--- src/rtl/vec_host_issuer.sv ---
// Host-side command issuer for the vector accelerator: FIFO-buffered commands, one in flight, read results returned on a valid/yumi port.
// Optional watchdog on the completion wait is built when VEC_HOST_TIMEOUT_EN is defined.
module vec_host_issuer #(
    parameter int unsigned els_p      = 8,
    parameter int unsigned vlen_p     = 8,
    parameter int unsigned vdw_p      = 8,
    parameter int unsigned fifo_els_p = 4,
    parameter int unsigned timeout_p  = 1024
) (
    input  logic                        clk_i,
    input  logic                        reset_i,
    input  logic                        cmd_v_i,
    output logic                        cmd_ready_o,
    input  logic [3:0]                  cmd_op_i,
    input  logic [$clog2(els_p)-1:0]    cmd_addrA_i,
    input  logic [$clog2(els_p)-1:0]    cmd_addrB_i,
    input  logic [$clog2(els_p)-1:0]    cmd_addrD_i,
    input  logic [vdw_p-1:0]            cmd_scalar_i,
    input  logic [vlen_p*vdw_p-1:0]     cmd_data_i,
    output logic [3:0]                  acc_op_o,
    output logic [$clog2(els_p)-1:0]    acc_addrA_o,
    output logic [$clog2(els_p)-1:0]    acc_addrB_o,
    output logic [$clog2(els_p)-1:0]    acc_addrD_o,
    output logic [vdw_p-1:0]            acc_scalar_o,
    output logic [vlen_p*vdw_p-1:0]     acc_w_data_o,
    output logic                        acc_v_o,
    input  logic                        acc_ready_i,
    input  logic                        acc_done_i,
    input  logic [vlen_p*vdw_p-1:0]     acc_r_data_i,
    output logic                        acc_yumi_o,
    output logic                        resp_v_o,
    output logic [vlen_p*vdw_p-1:0]     resp_data_o,
    input  logic                        resp_yumi_i,
    output logic                        busy_o,
    output logic                        error_o
);

    localparam int unsigned A_W   = $clog2(els_p);
    localparam int unsigned D_W   = vlen_p * vdw_p;
    localparam int unsigned P_W   = $clog2(fifo_els_p);
    localparam int unsigned PTR_W = P_W + 1;
    localparam int unsigned E_W   = 4 + 3 * A_W + vdw_p + D_W;

    localparam logic [3:0] OP_READ = 4'b1000;

    localparam logic [1:0] S_IDLE  = 2'd0;
    localparam logic [1:0] S_ISSUE = 2'd1;
    localparam logic [1:0] S_WAIT  = 2'd2;
    localparam logic [1:0] S_RESP  = 2'd3;

    logic [1:0]       r_state;
    logic [1:0]       w_state_n;
    logic [PTR_W-1:0] r_wptr;
    logic [PTR_W-1:0] r_rptr;
    logic [E_W-1:0]   r_fifo [fifo_els_p];
    logic [E_W-1:0]   w_entry;
    logic [E_W-1:0]   w_head;
    logic             w_full;
    logic             w_empty;
    logic             w_enq;
    logic             w_deq;
    logic             w_ld_resp;
    logic             w_wait_entry;
    logic             w_abort;
    logic             w_timeout;

    logic [3:0]       r_op;
    logic [A_W-1:0]   r_addr_a;
    logic [A_W-1:0]   r_addr_b;
    logic [A_W-1:0]   r_addr_d;
    logic [vdw_p-1:0] r_scalar;
    logic [D_W-1:0]   r_wdata;
    logic [D_W-1:0]   r_resp_data;

    // Extra pointer bit distinguishes full from empty when the index bits match.
    assign w_empty = (r_wptr == r_rptr);
    assign w_full  = (r_wptr[P_W-1:0] == r_rptr[P_W-1:0]) && (r_wptr[P_W] != r_rptr[P_W]);
    assign w_enq   = cmd_v_i & ~w_full;
    assign w_entry = {cmd_op_i, cmd_addrA_i, cmd_addrB_i, cmd_addrD_i, cmd_scalar_i, cmd_data_i};
    assign w_head  = r_fifo[r_rptr[P_W-1:0]];

    // Command storage; contents are don't-care until the write pointer covers them.
    always_ff @(posedge clk_i) begin
        if (w_enq) begin
            r_fifo[r_wptr[P_W-1:0]] <= w_entry;
        end
    end

    always_ff @(posedge clk_i or posedge reset_i) begin
        if (reset_i) begin
            r_wptr <= '0;
            r_rptr <= '0;
        end else begin
            if (w_enq) begin
                r_wptr <= r_wptr + PTR_W'(1);
            end
            if (w_deq) begin
                r_rptr <= r_rptr + PTR_W'(1);
            end
        end
    end

    always_ff @(posedge clk_i or posedge reset_i) begin
        if (reset_i) begin
            r_state <= S_IDLE;
        end else begin
            r_state <= w_state_n;
        end
    end

    always_comb begin
        w_state_n    = r_state;
        w_deq        = 1'b0;
        w_ld_resp    = 1'b0;
        w_wait_entry = 1'b0;
        w_abort      = 1'b0;
        case (r_state)
            S_IDLE: begin
                if (!w_empty) begin
                    w_deq     = 1'b1;
                    w_state_n = S_ISSUE;
                end
            end
            S_ISSUE: begin
                if (acc_ready_i) begin
                    w_wait_entry = 1'b1;
                    w_state_n    = S_WAIT;
                end
            end
            S_WAIT: begin
                if (acc_done_i) begin
                    if (r_op == OP_READ) begin
                        w_ld_resp = 1'b1;
                        w_state_n = S_RESP;
                    end else begin
                        w_state_n = S_IDLE;
                    end
                end else if (w_timeout) begin
                    w_abort   = 1'b1;
                    w_state_n = S_IDLE;
                end
            end
            S_RESP: begin
                if (resp_yumi_i) begin
                    w_state_n = S_IDLE;
                end
            end
            default: begin
                w_state_n = S_IDLE;
            end
        endcase
    end

    // Operands load only at dequeue so the accelerator sees them stable for the whole operation.
    always_ff @(posedge clk_i or posedge reset_i) begin
        if (reset_i) begin
            r_op     <= '0;
            r_addr_a <= '0;
            r_addr_b <= '0;
            r_addr_d <= '0;
            r_scalar <= '0;
            r_wdata  <= '0;
        end else if (w_deq) begin
            {r_op, r_addr_a, r_addr_b, r_addr_d, r_scalar, r_wdata} <= w_head;
        end
    end

    always_ff @(posedge clk_i or posedge reset_i) begin
        if (reset_i) begin
            r_resp_data <= '0;
        end else if (w_ld_resp) begin
            r_resp_data <= acc_r_data_i;
        end
    end

`ifdef VEC_HOST_TIMEOUT_EN
    localparam int unsigned TO_W = $clog2(timeout_p + 1);

    logic [TO_W-1:0] r_wd_cnt;
    logic            r_error;

    assign w_timeout = (r_wd_cnt == TO_W'(timeout_p - 1));

    // Counter restarts on each accepted issue; the error flag is sticky until reset.
    always_ff @(posedge clk_i or posedge reset_i) begin
        if (reset_i) begin
            r_wd_cnt <= '0;
            r_error  <= 1'b0;
        end else begin
            if (w_wait_entry) begin
                r_wd_cnt <= '0;
            end else if (r_state == S_WAIT) begin
                r_wd_cnt <= r_wd_cnt + TO_W'(1);
            end
            if (w_abort) begin
                r_error <= 1'b1;
            end
        end
    end

    assign error_o = r_error;
`else
    logic w_unused_cfg;

    assign w_timeout    = 1'b0;
    assign error_o      = 1'b0;
    assign w_unused_cfg = ^{w_abort, 32'(timeout_p)};
`endif

    assign cmd_ready_o  = ~w_full;
    assign acc_v_o      = (r_state == S_ISSUE);
    assign acc_yumi_o   = w_ld_resp;
    assign resp_v_o     = (r_state == S_RESP);
    assign busy_o       = (r_state != S_IDLE) | ~w_empty;
    assign acc_op_o     = r_op;
    assign acc_addrA_o  = r_addr_a;
    assign acc_addrB_o  = r_addr_b;
    assign acc_addrD_o  = r_addr_d;
    assign acc_scalar_o = r_scalar;
    assign acc_w_data_o = r_wdata;
    assign resp_data_o  = r_resp_data;

endmodule
--- config.mk ---
export PLATFORM = sky130hd
export DESIGN_NAME = vec_host_issuer
export DESIGN_NICKNAME = d
export VERILOG_FILES = /design/src/rtl/vec_host_issuer.sv
export SDC_FILE = /design/constraint.sdc
export NUM_CORES = 1
export LEC_CHECK = 0
export ABC_AREA = 1
export CORE_MARGIN = 2
export CORE_UTILIZATION = 57
export DETAILED_ROUTE_END_ITERATION = 8
export HOLD_SLACK_MARGIN = 0.05
export PLACE_DENSITY = 0.84
export SLEW_MARGIN = 10
export SYNTH_ARGS = -nofsm -noshare
export SYNTH_HDL_FRONTEND = slang
export SYNTH_SLANG_ARGS = --single-unit
--- constraint.sdc ---
create_clock -name clk_i -period 11.95 [get_ports clk_i]
set_clock_uncertainty 0.2 [all_clocks]
set_input_delay 2.9875 -clock clk_i [delete_from_list [all_inputs] [get_ports clk_i]]
set_output_delay 2.9875 -clock clk_i [all_outputs]
set_load 0.01 [all_outputs]
After elaboration in Yosys (flattened, before gate mapping)
Memory sizes are Yosys's and may differ from the RTL's. A register that Yosys moved wholly into a read port is not among the register bits. Index checks and enable logic that the tools add are counted. Widths: inputs -> output; s select.

$add $sub $neg: 2. Multipliers: 0. Div/mod/pow operators: 0. Magnitude comparators: 0. Eq/ne operators: 11. Shift operators: 0. Multiplexer cells: 13. Bitwise gates (word level): 4. Reductions and logical operators: 4.

Operators with widths (number): $mux 2 (5); $pmux 2 s4 (1); $mux 1 (7); $add 3x1->3 const B (2); $eq 2x2->1 const B (2); $eq 4x4->1 const B (1); $ne 2x1->1 const B (2); $ne 2x2->1 const B (2); $reduce_and 4->1 (1); $eq 3x3->1 (1); $eq 2x1->1 const B (1); $eq 2x2->1 (1); $logic_not 2->1 (1); $not 1->1 (2); $reduce_bool 2->1 (1); $and 1x1->1 (1); $logic_and 1x1->1 (1); $ne 1x1->1 (1); $or 1x1->1 (1).

Flip-flop bits (word level): 72. Latch bits: 0. Bits in writable memories: 340. Bits in read-only memories: 0. Bits of input ports: 155. Output and inout bits: 155. Logic and storage cells: 39. Memories kept: 1.

Memories: r_fifo (words 4, bits a word 85, rd ports 1, clocked after memory_dff 1, wr ports 1, line 55) `logic [E_W-1:0] r_fifo [fifo_els_p];`.

Logic depth before layout (Yosys ltp)
Gate-level depths: netlist of the first run.

Depth after elaboration: 6. Gate-level depth with buffers: 10. Depth with buffers taken out: 8.

Least setup slack after synthesis of the first run
OpenSTA, ideal clock, no wires.

Path type: input -> register. Start point: input port cmd_v_i. End point: memory r_fifo[0][0] (netlist bit) (enable). Setup time: 529 ps. Arrival time: 6684 ps. Data required time: 11221 ps. Setup slack: 4536 ps. Cell stages on the path: 2. Path buffers: 0. Cells stage by stage: nand2_1 -> nor2_1.

Longest elaborated chain between the ends: 3.

Ends and longest elaborated chain: from (decl) (line 12) `input logic cmd_v_i,`; $and 1x1->1 (line 78) `assign w_enq = cmd_v_i & ~w_full;`; $mux 1 (line 84) `if (w_enq) begin`; $mux 1 (not written as such) (line 85) `r_fifo[r_wptr[P_W-1:0]] <= w_entry;`; to (decl) (line 55).

Every way passes these cells.

Final worst setup path of the first run
Start point: input port acc_done_i. End point: output port acc_yumi_o.

Longest elaborated chain between the ends: 2.

Ends and longest elaborated chain: from (decl) (line 28) `input logic acc_done_i,`; $mux 1 (line 131) `if (acc_done_i) begin`; $mux 1 (line 117) `case (r_state)`; to (decl) (line 30) `output logic acc_yumi_o,`.

Every way passes these cells.

==> reports/results.txt, run 1 <==
Status - completed
DR vias - 12.8k
Hold Slack - 277 ps
Share of post-route cells with drive strength above 1 - 0.0537
Post-route insts no fill - 2307
CP endpoint kind - output pin
Synth cell types - 22
Final Instance Area - 0.0236 sq mm
Post-CTS Resized - 0
Hold_buf cts - 0
# placed instances - 2213
Hold path startpoint - resp_data_o[62]
Worst vdd ir - 0.171 mV
Final wirelength - 45.5 mm
Drt wl/cell - 19.7 um
Clock buffer depth - 3
RSZ-0062 raised after global routing - false
Final Max Tran Viols - 0
Worst r2r src - r_rptr[0]
CP max stage delay - 820 ps
Die X - 185 um
Seq cells post-synth - 497
Final period util - 0.729
LEAKAGE - 9.28 nW
Number of synthesized flops with an enable pin - 340
PwrDens - 270 mW/mm^2
FF+latch area - 0.0141 sq mm
HP Class - reg -> reg
Synth warn - 0
Fill cells - 2078
Count leader, synth - nand2_1
Num CTS Buffers - 48
Area grow syn2layout - 26.7%
Crit path kind - in -> out
Number of I/O port buffers - 308
H-Tree Depth - 2
DRC Markers - 0
Slew Limit Headroom - 0.182
Iteration-0 DRC Markers - 1072
Synthesized cell area - 0.0186 sq mm
Post-DP HPWL - 26.4 mm
Data required, critical path - 8760 ps
Vias in the first global route - 12.8k
I/O Pins - 310
Async set or reset register ratio after synthesis - 0.316
Cell mode on critical path - clkdlybuf4s50_1
Clk pin slew, worst setup/hold paths - 60 ps
Drt pass-1 iters - 7
Final setup TNS - 0 ps
Minimum clock period - 8710 ps
Post-synth top area cell - edfxtp_1
Placed Area - 0.0220 sq mm
TritonCTS clock tree - yes
GRT Residual Overflow - 0
Die ar. - 0.0341 sq mm
Post-synthesis sequential area ratio - 0.760
CP cell instances - clkdlybuf4s50_1, inv_1, nor2_1, nand2_2, buf_4, inv_2, clkdlybuf4s50_1
Crit-path slowest cell - inv_2
Core Area - 0.0324 sq mm
Clk Latency, worst-skew pair - 560 ps
Actual slew at the worst max-slew pin - 1220 ps
Vias per cell - 5.53
Clock Sinks - 497
Max-cap violations - 0
Area contributors post-synth - edfxtp_1, dfrtp_1, nand2_1, o21ai_0, nor2_1
Final hold vios - 0
Starting density of the core - 0.575
Initial antenna violation count - 6
Final setup fails - 0
Area share of the largest cell type after synthesis - 0.548
Startpoint types - primary input
Largest net degree at the start of global routing - 104
ANT nets after route - 0
Setup bufs post-CTS - 0
Post-synth top flop - edfxtp_1
Critical path data arrival time - 5520 ps
Fin worst setup slack - 3240 ps
First-pass GRT wire length - 69.7 mm
Crit-path max FO - 65
Multi-input combinational cell area - 0.00406 sq mm
GPL Wtd Cong - 0.789
Final Core Density - 0.728
Gr usage total - 0.266
Row Count - 66
Avg Cell Area, Syn - 12.1 sq um
Pre-CTS setup slack - 3220 ps
Worst setup path startpoint - acc_done_i
Die height - 185 um
Fmax achieved - 0.115 GHz
Total power - 6.37 mW
Cells after Synth - 1539
Clk root buf - clkbuf_16
Net Count, Synth - 1699
Top cells by instance count after synthesis - nand2_1, edfxtp_1, nor2_1, o21ai_0, dfrtp_1
Nets - 1981
## state kept, by name, indices dropped and copies added (netlist names), 4 cells and up
register	count
acc_scalar_o	8
r_fifo	340
acc_op_o	4
acc_w_data_o	64
resp_data_o	64
## layout make-up
class,instances,area share
antenna,4,0.000425
multi-input combinational,935,0.172
clock inverter,23,0.0111
timing repair buffer,320,0.135
inverter,19,0.00340
sequential,497,0.600
clock buffer,67,0.0552
tap,442,0.0235
## cells in the final DEF, fill, tap and decap left out, drive strengths merged
master           n
clkinv          15
xnor2            2
diode            4
nand4            3
nand3            7
edfxtp         340
xor2             1
inv             22
nor2           180
conb             1
clkinvlp         1
clkdlybuf4s50  308
a21oi            1
bufinv           4
o22ai           85
dfrtp          157
or2              1
buf             12
nand2          478
o21ai          171
clkbuf          67
ha               5
## cell families (layout without fill, tap and decap cells)
family / after synthesis / in the layout / share of synthesized area
adders and majority gates: 5 / 5 / 0.00336
xor gates and xnor gates: 3 / 3 / 0.00141
AOI/OAI and AO/OA: 257 / 257 / 0.0748
and+or+nand+nor: 669 / 669 / 0.136
other: 1 / 5 / 0.000201
buffers and inverters: 107 / 429 / 0.0246
DFF: 497 / 497 / 0.760
## layer usage
layer | up-vias | track usage | wire, um | share of wire
li1 | 5857 | - | - | -
met1 | 6165 | 0.330 | 17200 | 0.38
met2 | 614 | 0.447 | 22300 | 0.49
met3 | 110 | 0.0707 | 4370 | 0.096
met4 | 6 | 0.106 | 1590 | 0.035
met5 | - | 0 | 38 | 0.00084
## where the power goes
part           switching (mW)  total, mW  internal [mW]
registers               0.273       2.67           2.40
logic                    1.34       2.21          0.873
clock network           0.630       1.49          0.858
## final timing paths
kind / to / slack (ps) / cells after the start
setup / recovery: acc_yumi_o / 3240 / 7
hold / removal: resp_data_o[62] / 280 / 2
setup reg to reg: r_fifo[3][72] / 7080 / 7
hold reg to reg: resp_data_o[62] / 280 / 2
max in group asynchronous: acc_w_data_o[62] / 7280 / 3
min in group asynchronous: r_state[1] / 2760 / 2
## critical path, delay by kind of cell
kind                   cells  cell delay, ps
buffers and inverters      5            2350
AND/OR/NAND/NOR            2             180
No activity file was read; power rests on OpenSTA's default activity.
==> run 2: changes to the inputs <==
- CORE_UTILIZATION: 57 -> 53
- PLACE_DENSITY: 0.84 -> 0.79
- clock period: 11.95 -> 8.7 ns (I/O delays scaled with it)
==> run 2 against run 1 <==
Via count fell by 0.91%. Sequential share of layout area fell by 0.55 points. Critical path depth did not move. Worst hold slack got worse by 0.63 ps. Non-clock buffer count rose by 3. Cell count rose by 0.74%. Utilization fell by 3.9 points. Combinational power rose by 36%. Sequential cell count did not move. Register-to-register slack got worse by 2800 ps. Die area rose by 7.4%.
==> reports/results.txt, run 2 (synthesized netlist as in run 1, its figures left out) <==
Drt pass-1 iters - 5 (-2)
DRC Markers - 0 (unchanged)
Data required, critical path - 6330 ps (-2430 ps)
Hold_buf cts - 0 (unchanged)
Die ar. - 0.0366 sq mm (+7.4%)
Post-DP HPWL - 26.8 mm (+1.4%)
Placed Area - 0.0220 sq mm (+0.19%)
Max-cap violations - 0 (unchanged)
Clk Latency, worst-skew pair - 550 ps (about the same)
I/O Pins - 310 (unchanged)
Largest net degree at the start of global routing - 118 (+13%)
Number of I/O port buffers - 308 (unchanged)
Share of post-route cells with drive strength above 1 - 0.0589 (+0.00515)
Worst vdd ir - 0.262 mV (+53%)
Final wirelength - 45.5 mm (about the same)
Fmax achieved - 0.154 GHz
PwrDens - 375 mW/mm^2 (+39%)
Final Instance Area - 0.0238 sq mm (+0.94%)
R2r worst-path depth - 7 (unchanged)
Clock Sinks - 497 (unchanged)
First-pass GRT wire length - 69.3 mm (-0.47%)
Commonest non-fill, non-tap cell in the layout - nand2_1
DR vias - 12.6k (-0.91%)
Area grow syn2layout - 27.9%
Num CTS Buffers - 50 (+4.2%)
Startpoint types - primary input
Setup bufs post-CTS - 0 (unchanged)
CP endpoint kind - output pin
ANT nets after route - 0 (unchanged)
Critical path data arrival time - 4130 ps (-1390 ps)
Vias per cell - 5.44 (-1.6%)
Crit-path max FO - 65 (unchanged)
Crit path kind - in -> out
Drt wl/cell - 19.6 um (-0.66%)
Minimum clock period - 6500 ps
Row Count - 68 (+3.0%)
Nets - 1986 (+0.25%)
Hold Slack - 276 ps (-0.631 ps)
LEAKAGE - 9.38 nW (+1.0%)
Max reg flops - 340 (unchanged)
Slew Limit Headroom - 0.205 (+0.0229)
Clock buffer depth - 3 (unchanged)
Most frequent cells in the layout - nand2_1, edfxtp_1, clkdlybuf4s50_1
Status - completed
GRT Residual Overflow - 0 (unchanged)
Vias in the first global route - 13.0k (+1.1%)
Die X - 191 um (+3.6%)
Final Core Density - 0.689 (-0.0394)
GPL Wtd Cong - 0.784 (-0.62%)
Final period util - 0.748
Gr usage total - 0.246 (-0.0202)
Final Max Tran Viols - 0 (unchanged)
Actual slew at the worst max-slew pin - 1190 ps (-31.4 ps)
Post-CTS Resized - 0 (unchanged)
Hold path cells - 2 (unchanged)
Core Area - 0.0345 sq mm (+6.7%)
Total power - 8.94 mW (+40%)
Starting density of the core - 0.539 (-0.0362)
H-Tree Depth - 2 (unchanged)
Initial antenna violation count - 1 (-5)
Reg2reg setup slack - 4270 ps (-2810 ps)
Die height - 191 um (+3.6%)
Clk root buf - clkbuf_16
Clk pin slew, worst setup/hold paths - 60 ps (about the same)
RSZ-0062 raised after global routing - false
HP Class - reg -> reg
Final setup fails - 0 (unchanged)
Iteration-0 DRC Markers - 929 (-13%)
Final setup TNS - 0 ps (unchanged)
Final hold vios - 0 (unchanged)
TritonCTS clock tree - yes
-- run 2: cell types whose count changed in the layout (fill, tap and decap cells not counted), sizes merged --
cell / before / now
buf: 12 / 15
bufinv: 4 / 7
clkbuf: 67 / 65
clkinv: 15 / 16
clkinvlp: 1 / 4
diode: 4 / 1
inv: 22 / 21
-- run 2: cell type report --
class                           instances  area (sq um)
Clock buffer                           65          1400
Sequential cell                       497         14100
Multi-Input combinational cell        935          4060
Tap cell                              455           569
Inverter                               19          80.1
Timing Repair Buffer                  323          3200
Clock inverter                         29           354
Fill cell                            2376         10700
Antenna cell                            1          2.50
-- run 2: power by group --
group	internal, mW	switching, mW	total [mW]
clock	1.35	0.887	2.24
combinational	1.20	1.80	3.01
sequential	3.29	0.405	3.69
total	5.84	3.10	8.94
-- run 2: path summary, 6_finish.rpt --
check | start | end
hold / removal | resp_data_o[20] | resp_data_o[20]
setup / recovery | acc_done_i | acc_yumi_o
setup reg to reg | r_rptr[0] | r_fifo[0][6]
hold reg to reg | resp_data_o[20] | resp_data_o[20]
min in group asynchronous | reset_i | resp_data_o[32]
max in group asynchronous | reset_i | acc_w_data_o[26]
-- run 2: per-stage QoR --
| step | worst slack [ps] | cells |
|---|---|---|
| after floorplan | 2090 | 1539 |
| after global placement | 2220 | 2229 |
| after detailed placement | 2220 | 2229 |
| after CTS | 2200 | 2323 |
| after global routing | 2070 | 2323 |
| final | 2200 | 2324 |
-- run 2: worst max-delay path, stage by stage --
cell,delay [ps]
clkdlybuf4s50_1,460
inv_1,50
nor2_1,130
nand2_2,80
clkinv_1,50
buf_4,500
clkdlybuf4s50_1,660
-- run 2: per-layer routing --
layer	vias to the layer above	share of wire	global-route usage
met3	78	0.082	0.0591
met2	485	0.50	0.431
met4	2	0.026	0.0825
li1	5874	-	-
met1	6197	0.39	0.298
met5	-	0.00029	0
